==> config.mk <==
export PLATFORM = sky130hd
export DESIGN_NAME = uart_rx
export DESIGN_NICKNAME = d
export VERILOG_FILES = /design/src/rtl/uart_rx.sv
export SDC_FILE = /design/constraint.sdc
export NUM_CORES = 1
export LEC_CHECK = 0
export BUFFER_PORTS_ARGS = -buffer_cell sky130_fd_sc_hd__buf_2
export CAP_MARGIN = 20
export CORE_MARGIN = 2
export CORE_UTILIZATION = 63
export DETAILED_ROUTE_END_ITERATION = 6
export PLACE_DENSITY = 0.94
export SETUP_SLACK_MARGIN = 0.02
export SYNTH_ARGS = -nofsm -noshare
export SYNTH_HDL_FRONTEND = slang
export SYNTH_SLANG_ARGS = --single-unit
==> constraint.sdc <==
create_clock -name clk -period 7 [get_ports clk]
set_input_delay 0.35 -clock clk [delete_from_list [all_inputs] [get_ports clk]]
set_output_delay 0.35 -clock clk [all_outputs]
set_load 0.02 [all_outputs]
==> src/rtl/uart_rx.sv <==
// uart_rx: 8N1 serial receiver with centre sampling; optional even parity via UART_RX_PARITY_EN
module uart_rx #(
  parameter int CLK_FREQ  = 50000000,
  parameter int BAUD_RATE = 9600
) (
  input  logic       clk,
  input  logic       rst_n,
  input  logic       rx_serial,
  output logic [7:0] rx_data,
  output logic       rx_valid,
  output logic       rx_busy,
  output logic       frame_err,
  output logic       parity_err
);
  localparam int CLKS_PER_BIT = CLK_FREQ / BAUD_RATE;
  localparam logic [15:0] TERM = 16'(CLKS_PER_BIT - 1);
  localparam logic [15:0] HALF = 16'((CLKS_PER_BIT - 1) / 2);

  typedef enum logic [2:0] {IDLE, START, DATA, PARITY, STOP} state_t;

`ifdef UART_RX_PARITY_EN
  localparam state_t AFTER_DATA = PARITY;
`else
  localparam state_t AFTER_DATA = STOP;
`endif

  state_t      state, state_n;
  logic        sync1, rx_sync, rx_prev;
  logic [15:0] clk_count, count_n;
  logic [2:0]  bit_index, idx_n;
  logic [7:0]  rx_shift, shift_n, data_n;
  logic        par_bad, pbad_n, valid_n, ferr_n, perr_n;

  assign rx_busy = state != IDLE;

  // Two-flop synchroniser plus a delayed copy for falling-edge detection
  always_ff @(posedge clk or negedge rst_n) begin
    if (!rst_n) begin
      sync1   <= 1'b1;
      rx_sync <= 1'b1;
      rx_prev <= 1'b1;
    end else begin
      sync1   <= rx_serial;
      rx_sync <= sync1;
      rx_prev <= rx_sync;
    end
  end

  // FSM state, counters, shift register and registered output pulses
  always_ff @(posedge clk or negedge rst_n) begin
    if (!rst_n) begin
      state      <= IDLE;
      clk_count  <= '0;
      bit_index  <= '0;
      rx_shift   <= '0;
      rx_data    <= '0;
      par_bad    <= 1'b0;
      rx_valid   <= 1'b0;
      frame_err  <= 1'b0;
      parity_err <= 1'b0;
    end else begin
      state      <= state_n;
      clk_count  <= count_n;
      bit_index  <= idx_n;
      rx_shift   <= shift_n;
      rx_data    <= data_n;
      par_bad    <= pbad_n;
      rx_valid   <= valid_n;
      frame_err  <= ferr_n;
      parity_err <= perr_n;
    end
  end

  // Next-state logic: validate start at mid-bit, sample each bit at its centre
  always_comb begin
    state_n = state;
    count_n = clk_count + 16'd1;
    idx_n   = bit_index;
    shift_n = rx_shift;
    data_n  = rx_data;
    pbad_n  = par_bad;
    valid_n = 1'b0;
    ferr_n  = 1'b0;
    perr_n  = 1'b0;
    case (state)
      IDLE: begin
        count_n = '0;
        pbad_n  = 1'b0;
        state_n = (rx_prev && !rx_sync) ? START : IDLE;
      end
      START: if (clk_count == HALF) begin
        count_n = '0;
        idx_n   = '0;
        state_n = rx_sync ? IDLE : DATA;
      end
      DATA: if (clk_count == TERM) begin
        count_n = '0;
        shift_n = {rx_sync, rx_shift[7:1]};
        idx_n   = bit_index + 3'd1;
        state_n = (bit_index == 3'd7) ? AFTER_DATA : DATA;
      end
`ifdef UART_RX_PARITY_EN
      PARITY: if (clk_count == TERM) begin
        count_n = '0;
        pbad_n  = rx_sync ^ (^rx_shift);
        state_n = STOP;
      end
`endif
      STOP: if (clk_count == TERM) begin
        count_n = '0;
        state_n = IDLE;
        ferr_n  = !rx_sync;
        perr_n  = rx_sync && par_bad;
        valid_n = rx_sync && !par_bad;
        data_n  = (rx_sync && !par_bad) ? rx_shift : rx_data;
      end
      default: begin
        count_n = '0;
        state_n = IDLE;
      end
    endcase
  end
endmodule

; ---- After elaboration in Yosys (flattened, before gate mapping)
; Cells that the tools add are included.
[word_totals]
word_cells = 48
input_bits = 3
out_inout_bits = 12
regBits = 43
[op_classes]
mux = 17
reduce_logical = 10
n_eq_ne = 9
addsub = 2
[op_table]
columns = cell, n
row1 = 2-to-1 mux 16 bit, 2
row2 = case mux 16 bit (2 select lines), 1
row3 = 2-to-1 mux 3 bit, 6
row4 = adder 16 x 1 -> 16 bit (second input constant), 1
row5 = == test 16 x 12 -> 1 bit (second input constant), 1
row6 = == test 16 x 13 -> 1 bit (second input constant), 1
row7 = case mux 3 bit (4 select lines), 1
row8 = AND reduction 3 bit, 3
row9 = == test 3 bit (second input constant), 2
row10 = != test 2 bit (second input constant), 3
row11 = case mux 3 bit (2 select lines), 1
row12 = 2-to-1 mux 1 bit, 5
row13 = adder 3 x 1 -> 3 bit (second input constant), 1
row14 = == test 3 x 1 -> 1 bit (second input constant), 1
row15 = == test 3 x 2 -> 1 bit (second input constant), 1
row16 = zero test 3 bit, 1
row17 = nonzero test 3 bit, 1
row18 = 2-to-1 mux 2 bit, 1
row19 = AND reduction 2 bit, 1
row20 = nonzero test 2 bit, 1
row21 = OR reduction 2 bit, 1
row22 = logical AND 1 bit, 1
row23 = zero test 1 bit, 1

; ---- Longest topological paths before layout
; Gate-level depths: netlist (run 1).
[depth]
word_depth = 4
ltp_mapped = 7
depth_no_buf = 6

; ---- Least setup slack after synthesis (run 1)
; Ideal clock, no wire load.
[synth_path]
kind = register to register
from = register clk_count[0]
to = register rx_shift[7]
path_stages_with_launch = 7
setup_slack_ps = 4804
t_arrival_ps = 2068
path_buffers = 1
setup_ps = 127
cell_sequence = dfrtp_1 -> ha_1 -> or4b_4 -> nor4_4 -> and2_2 -> buf_6 -> mux2_1
[synth_via]
elab_chain_cells = 2
[synth_lines]
columns = item, line
row1 = start: declaration, 29  ; logic [15:0] clk_count, count_n;
row2 = start signal: assignment, 63  ; clk_count <= count_n;
row3 = == test 16 x 13 -> 1 bit, 96  ; DATA: if (clk_count == TERM) begin
row4 = AND reduction 2 bit (no source line), n/a
row5 = end signal: assignment, 65  ; rx_shift <= shift_n;
row6 = end: declaration, 31  ; logic [7:0] rx_shift, shift_n, data_n;
; No other way between the ends.
; A chain may end at the register's enable or synchronous reset.

; ---- Worst setup path after layout (run 1)
[layout_path]
from = register clk_count[8]
to = register state[1]
[layout_via]
elab_chain_cells = 3
elab_cells_between_ends = 6
cone_classes = eq/ne (5) / reduce/logical (1)
[layout_lines]
columns = item, line
row1 = == test 16 x 13 -> 1 bit or == test 16 x 12 -> 1 bit (tied branches), "96, 109, 91"
row2 = != test 2 bit (no source line), n/a
row3 = AND reduction 3 bit (no source line) (*), n/a
row4 = end signal: assignment, 62  ; state <= state_n;
row5 = end: declaration, 27  ; state_t state, state_n;
; Mark *: on every way between the ends. The rest lies on a longest branch, timed or not.

==> results.md, run 1 <==
* Comb power frac at 17.0%
* Yosys reg bits at 43
* WL per Instance at 13.5 um
* Skew-Pair Late Insertion Delay at 0.37 ns
* First-pass GRT wire length at 5650 um
* Share of synthesized registers carrying an async set or reset at 100%
* Std-Cell Rows at 20
* Max Cap Viol at 0
* Detailed-placement wirelength estimate at 2320 um
* Data arrival, critical path at 2.69 ns
* Max stage delay cell, worst path: a22oi_2
* Netlist cell types at 38
* Worst slew margin at 40.5%
* Final Power at 486 uW
* Clock power share at 25.6%
* Status: finished clean
* Chip width at 60.2 um
* Most frequent cells in the layout: 40 x dfrtp_1, 32 x nand2_1, 28 x nor2_1
* Endpoints failing hold at 0
* Ant. Diodes at 0
* Bufs on Longest Clock Path at 2
* Clock transition at path regs at 0.13 ns
* Startpoint Class: register
* CP Capture Type: register
* P_sw at 156 uW
* Layout cells sized above 1 at 19.8%
* Hold WC Path Type: input port to register
* H-tree levels at 2
* Vias in the first global route at 1,218
* Slew @ Worst Pin at 0.892 ns
* Main synth FF type: dfrtp_1
* Final setup viols at 0
* Die area at 0.00363 mm2
* Placer Congestion at 0.836
* Switching share of power at 32.1%
* Final routed DRC violation total at 0
* Most common cell after layout, fill and taps aside: dfrtp_1
* Routed WL at 3330 um
* Fmax at 410 MHz
* Largest family of logic cells by synthesized area: simple AND/OR/NAND/NOR gates
* Min Tclk post-route at 2.44 ns
* RSZ-0062 raised after global routing: false
* Count of pins over their slew limit at 0
* Cts hold-fix bufs at 0
* P_int at 330 uW
* Critical Path Fanout Max at 17
* Req. time, crit path at 7.25 ns
* Post-route ant nets at 0
* Peak supply drop at 0.165 mV
* Die height at 60.2 um
* Mapped Area at 0.00199 mm2
* Clock tree from TritonCTS: yes
* Resize count post-CTS at 0
* Total CTS buffers at 5
* Global route overflow at 0
* Io pins at 15
* GRT Total Usage at 21.9%
* Total Neg Setup Slack at 0 ns
* Part of the Yosys area used for sequential elements at 54.2%
* TritonRoute pass-1 iters at 5
* TritonCTS Sinks at 43
* Initial antenna violation count at 0
* Clock root buffer: clkbuf_4
* Leakage at 1.04 nW
* Layout area overhead at 6.54%
* Sequential power share at 57.4%
* Core area at 0.00303 mm2
* Fin Clk Skew at 0.00853 ns
* Final period utilization at 34.9%
* Post-synthesis adder-cell area fraction at 1.89%
* Largest net degree at the start of global routing at 44
* Syn_area_per_cell at 10.6 um2
* DR iter-0 viols at 99
* Vias per std cell at 5.60
* Gate Count Post-Synth at 187
* YS warnings at 0
* Setup Fix Bufs, Post-CTS at 0
* CP Class: register to register
* Multiplexer share of the synthesized area at 5.66%
* Final nets at 207
* Power per cell area at 229 mW/mm2
* Compound-Gate Fraction of Synth Area at 2.26%
* Syn nets at 193
* Post-synth EDFFs at 0
* Synth Area in XOR/XNOR at 6.16%
* Synth Area in Simple Gates at 26.8%
* Initial core utilization at 65.7%
* Max stage delay on crit path at 0.66 ns
* Via Count at 1,377
* Port Buffers at 13
* Worst-path cell chain: or4_1 > nor2_2 > nand3_1 > a22oi_2 > mux2_1
## synth_stat cells (3+ instances only)
library cell / count / area (um2)
buf_6: 3 / 33.8
dfrtp_1: 40 / 1000
dfstp_2: 3 / 78.8
ha_1: 3 / 37.5
mux2_2: 8 / 90.1
nand2_1: 32 / 120
nand2b_1: 3 / 18.8
nand3_1: 15 / 75.1
nand4_1: 4 / 25.0
nor2_1: 28 / 105
nor3_1: 3 / 15.0
xnor2_1: 6 / 52.6
xor2_1: 8 / 70.1
## flip-flops by register name, indices dropped and copies added (netlist names)
| signal | count |
|---|---|
| bit_index | 3 |
| clk_count | 16 |
| frame_err | 1 |
| rx_prev | 1 |
| sync1 | 1 |
| state | 3 |
| rx_data | 8 |
| rx_valid | 1 |
| rx_sync | 1 |
| rx_shift | 8 |
## stage by stage
step / setup slack (ns) / hold WS [ns] / util (%) / instance area (um2) / std cells
after floorplan: 4.80 / 0.0544 / - / 1990 / 187
after global placement: 4.61 / 0.345 / 68.0 / 2060 / 238
after detailed placement: 4.57 / 0.348 / 68.0 / 2060 / 238
after CTS: 4.54 / 0.0482 / 70.0 / 2120 / 246
after global routing: 4.34 / 0.0402 / 70.0 / 2120 / 246
final: 4.56 / 0.0619 / 70.0 / 2120 / 246
## power groups by stage
stage | clock network, mW | logic [mW] | registers (mW)
2_1_floorplan | 0 | 0.0709 | 0.277
6_report | 0.124 | 0.0825 | 0.279
3_5_place_dp | 0 | 0.0830 | 0.283
5_1_grt | 0.138 | 0.0938 | 0.281
3_3_place_gp | 0 | 0.0811 | 0.282
4_1_cts | 0.128 | 0.0840 | 0.278
## cell type report
| type | count | area (um2) |
|---|---|---|
| Clock inverter | 3 | 25.0 |
| Timing Repair Buffer | 13 | 65.1 |
| Tap cell | 44 | 55.1 |
| Sequential cell | 43 | 1080 |
| Fill cell | 209 | 907 |
| Multi-Input combinational cell | 137 | 855 |
| Inverter | 1 | 3.75 |
| Clock buffer | 5 | 37.5 |
## final timing paths
check	depth (start not counted)	to	startpoint	slack (ns)
setup / recovery	5	state[1]	clk_count[8]	4.56
hold / removal	1	sync1	rx_serial	0.06
setup reg to reg	5	state[1]	clk_count[8]	4.56
hold reg to reg	0	rx_sync	sync1	0.37
max in group asynchronous	1	clk_count[8]	rst_n	6.36
min in group asynchronous	1	state[0]	rst_n	0.09
## worst max-delay path: cells and delay by family, from the launching register on
family             cells  cell delay, ns
AOI/OAI and AO/OA      1            0.66
DFF                    1            0.45
muxes                  1            0.39
and+or+nand+nor        3            0.84
## metal layers
metal	vias up	routed length, um	track usage (%)
met1	663	1450	30.3
met3	7	227	6.49
met5	-	0	0
li1	661	-	-
met4	0	62	9.21
met2	46	1600	32.3
## cell families (layout without fill, tap and decap cells)
| kind of cell | count (synthesis) | after routing |
|---|---|---|
| other cells | 1 | 1 |
| fa+ha+maj | 3 | 3 |
| flops | 43 | 43 |
| buf+inv | 7 | 22 |
| simple gates | 103 | 103 |
| xor+xnor | 14 | 14 |
| mux | 10 | 10 |
| compound gates | 6 | 6 |
Note: power is estimated with default switching activity, not from simulation.
==> run 2: changes to the inputs <==
--- a/config.mk
+++ b/config.mk
@@ -8,9 +8,9 @@
 export BUFFER_PORTS_ARGS = -buffer_cell sky130_fd_sc_hd__buf_2
 export CAP_MARGIN = 20
 export CORE_MARGIN = 2
-export CORE_UTILIZATION = 63
+export CORE_UTILIZATION = 58
 export DETAILED_ROUTE_END_ITERATION = 6
-export PLACE_DENSITY = 0.94
+export PLACE_DENSITY = 0.88
 export SETUP_SLACK_MARGIN = 0.02
 export SYNTH_ARGS = -nofsm -noshare
 export SYNTH_HDL_FRONTEND = slang
==> constraint.sdc (replaced) <==
create_clock -name clk -period 2.4 [get_ports clk]
set_input_delay 0.12 -clock clk [delete_from_list [all_inputs] [get_ports clk]]
set_output_delay 0.12 -clock clk [all_outputs]
set_load 0.02 [all_outputs]
==> run 2 against run 1 <==
Against the previous run: clock skew is 0.0027 ns higher; first-iteration DRC count is 38% lower; clock power rose to 4.5 times the previous value; total power grew to 3.4 times the previous value; utilization down 3.7 points; register-to-register slack got worse by 4.4 ns; highest routed layer unchanged; non-clock buffer count increased by 4; combinational power grew to 3.2 times the previous value; routed wire length grew 2.9%.
==> results.md, run 2 (synthesis gave the netlist of run 1 again) <==
* First-pass GRT wire length at 6070 um (was 5650 um)
* Chip width at 62.6 um (was 60.2 um)
* Worst-path cell chain: ha_1 > or4b_4 > nor4_4 > nand4_4 > mux2_2 (was or4_1 > nor2_2 > nand3_1 > a22oi_2 > mux2_1)
* Max stage delay cell, worst path: or4b_4 (was a22oi_2)
* Std-Cell Rows at 21 (was 20)
* Global route overflow at 0 (unchanged)
* Hold path start: sync1 (was rx_serial)
* Via Count at 1,378 (was 1,377)
* Startpoint Class: register (unchanged)
* Finished Cell Area at 0.00220 mm2 (was 0.00212 mm2)
* Req. time, crit path at 2.66 ns (was 7.25 ns)
* P_sw at 447 uW (was 156 uW)
* Pre-CTS setup slack at 0.205 ns (was 4.57 ns)
* Final period utilization at 91.3% (was 34.9%)
* DR WL met2 at 1610 um (was 1600 um)
* WL per Instance at 13.6 um (was 13.5 um)
* RSZ-0062 raised after global routing: false (unchanged)
* Post-route ant nets at 0 (unchanged)
* R2R cell count at 5 (unchanged)
* CP top delay family: simple AND/OR/NAND/NOR gates (unchanged)
* Dpl cell area at 0.00208 mm2 (was 0.00206 mm2)
* H-tree levels at 2 (unchanged)
* Regs by FF count: clk_count (16), rx_data (8), rx_shift (8) (unchanged)
* Core area at 0.00331 mm2 (was 0.00303 mm2)
* Slew @ Worst Pin at 0.905 ns (was 0.892 ns)
* Initial core utilization at 60.1% (was 65.7%)
* Total CTS buffers at 5 (unchanged)
* Min Tclk post-route at 2.19 ns (was 2.44 ns)
* CP Capture Type: register (unchanged)
* Power per cell area at 743 mW/mm2 (was 229 mW/mm2)
* Ant. Diodes at 0 (unchanged)
* Sequential power share at 49.7% (was 57.4%)
* Switching share of power at 27.4% (was 32.1%)
* Count of pins over their slew limit at 0 (unchanged)
* Hold WC Path Type: register to register (was input port to register)
* TritonCTS Sinks at 43 (unchanged)
* Final setup viols at 0 (unchanged)
* Most frequent cells in the layout: 40 x dfrtp_1, 32 x nand2_1, 28 x nor2_1 (unchanged)
* Fin Clk Skew at 0.0112 ns (was 0.00853 ns)
* Placer Congestion at 0.863 (was 0.836)
* Io pins at 15 (unchanged)
* Top reg by flops: clk_count (unchanged)
* Fill cell count at 259 (was 209)
* Max Cap Viol at 0 (unchanged)
* Clock tree from TritonCTS: yes (unchanged)
* Final routed DRC violation total at 0 (unchanged)
* Clock root buffer: clkbuf_4 (unchanged)
* Max stage delay on crit path at 0.49 ns (was 0.66 ns)
* RR Startpoint: clk_count[0] (was clk_count[8])
* Leakage at 1.08 nW (was 1.04 nW)
* Skew-Pair Late Insertion Delay at 0.37 ns (about the same)
* Peak supply drop at 0.567 mV (was 0.165 mV)
* Clock power share at 34.4% (was 25.6%)
* Initial antenna violation count at 0 (unchanged)
* Final Power at 1.63 mW (was 486 uW)
* DR WL met3 at 182 um (was 227 um)
* Max reg flops at 16 (unchanged)
* Dpl cells at 242 (was 238)
* Total Neg Setup Slack at 0 ns (unchanged)
* Worst slew margin at 39.7% (was 40.5%)
* DR iter-0 viols at 61 (was 99)
* CP Class: register to register (unchanged)
* Final nets at 211 (was 207)
* Most common cell after layout, fill and taps aside: dfrtp_1 (unchanged)
* Die area at 0.00392 mm2 (was 0.00363 mm2)
* Critical Path Fanout Max at 8 (was 17)
* Setup WS post-layout at 0.208 ns (was 4.56 ns)
* Fmax at 456 MHz (was 410 MHz)
* Worst hold endpoint: rx_sync (was sync1)
* Vias per std cell at 5.47 (was 5.60)
* R2R Path End: rx_data[3] (was state[1])
* Endpoints failing hold at 0 (unchanged)
* Detailed-placement wirelength estimate at 2370 um (was 2320 um)
* Fin util at 66.4% (was 70.0%)
* Layout cells sized above 1 at 19.9% (was 19.8%)
* DRT met1 WL at 1570 um (was 1450 um)
* Layout area overhead at 10.4% (was 6.54%)
* GRT Total Usage at 19.7% (was 21.9%)
* Setup Fix Bufs, Post-CTS at 0 (unchanged)
* Status: finished clean (unchanged)
* Die height at 62.6 um (was 60.2 um)
* Worst hold slack at 0.365 ns (was 0.0619 ns)
* Reg2reg setup slack at 0.21 ns (was 4.56 ns)
* Resize count post-CTS at 0 (unchanged)
* Port Buffers at 13 (unchanged)
* CP Buf/Inv Count at 0 (unchanged)
* Largest net degree at the start of global routing at 44 (unchanged)
* TritonRoute pass-1 iters at 4 (was 5)
* Clock transition at path regs at 0.12 ns (was 0.13 ns)
* Vias in the first global route at 1,296 (was 1,218)
* Finished Layout Cells at 252 (was 246)
* P_int at 1.19 mW (was 330 uW)
* Routed WL at 3430 um (was 3330 um)
* Bufs on Longest Clock Path at 2 (unchanged)
* Comb power frac at 15.9% (was 17.0%)
* Highest metal used: met4 (unchanged)
* Hold Crit Depth at 0 (was 1)
* Data arrival, critical path at 2.45 ns (was 2.69 ns)
## run 2: cell types whose count changed in the layout (fill, tap and decap cells not counted)
cell	delta
buf_4	+2
bufinv_16	+2
clkinv_4	-2
dlygate4sd3_1	+2
clkbuf_1	+1
clkinvlp_4	-1
## run 2: final cells by class
class | count | area, um2 | share of cell area, %
clock inverters | 2 | 60.1 | 2.73
flip-flops and latches | 43 | 1080 | 49.1
inverters | 1 | 3.75 | 0.171
well taps | 46 | 57.6 | 2.62
repair buffers | 17 | 100 | 4.56
clock buffers | 6 | 41.3 | 1.88
multi-input cells | 137 | 855 | 38.9
## run 2: worst max path at each step
stage                     slack (ns)     endpoint  depth (start not counted)    startpoint
after floorplan                 0.20  rx_shift[7]                          6  clk_count[0]
after global placement          0.25   rx_data[1]                          5  clk_count[0]
after detailed placement        0.20   rx_data[3]                          5  clk_count[0]
after CTS                       0.19   rx_data[1]                          5  clk_count[0]
after global routing            0.09   rx_data[5]                          5  clk_count[0]
final                           0.21   rx_data[3]                          5  clk_count[0]
## run 2: power by group through the flow
stage / clock network (mW) / registers, mW / logic, mW
after floorplan: 0 / 0.809 / 0.207
after CTS: 0.567 / 0.810 / 0.260
after detailed placement: 0 / 0.824 / 0.257
after global routing: 0.600 / 0.819 / 0.295
final: 0.562 / 0.811 / 0.260
after global placement: 0 / 0.820 / 0.257
## run 2: layer usage
| layer | GRT usage [%] | up-vias |
|---|---|---|
| li1 | - | 665 |
| met4 | 10.0 | 0 |
| met2 | 29.8 | 40 |
| met5 | 0 | - |
| met3 | 5.05 | 6 |
| met1 | 26.5 | 667 |
## run 2: what timing repair did
item                                    4_1_cts  5_1_grt
endpoints found under the hold margin        41        0
endpoints found under the setup margin        0        0
hold buffers                                  2        0
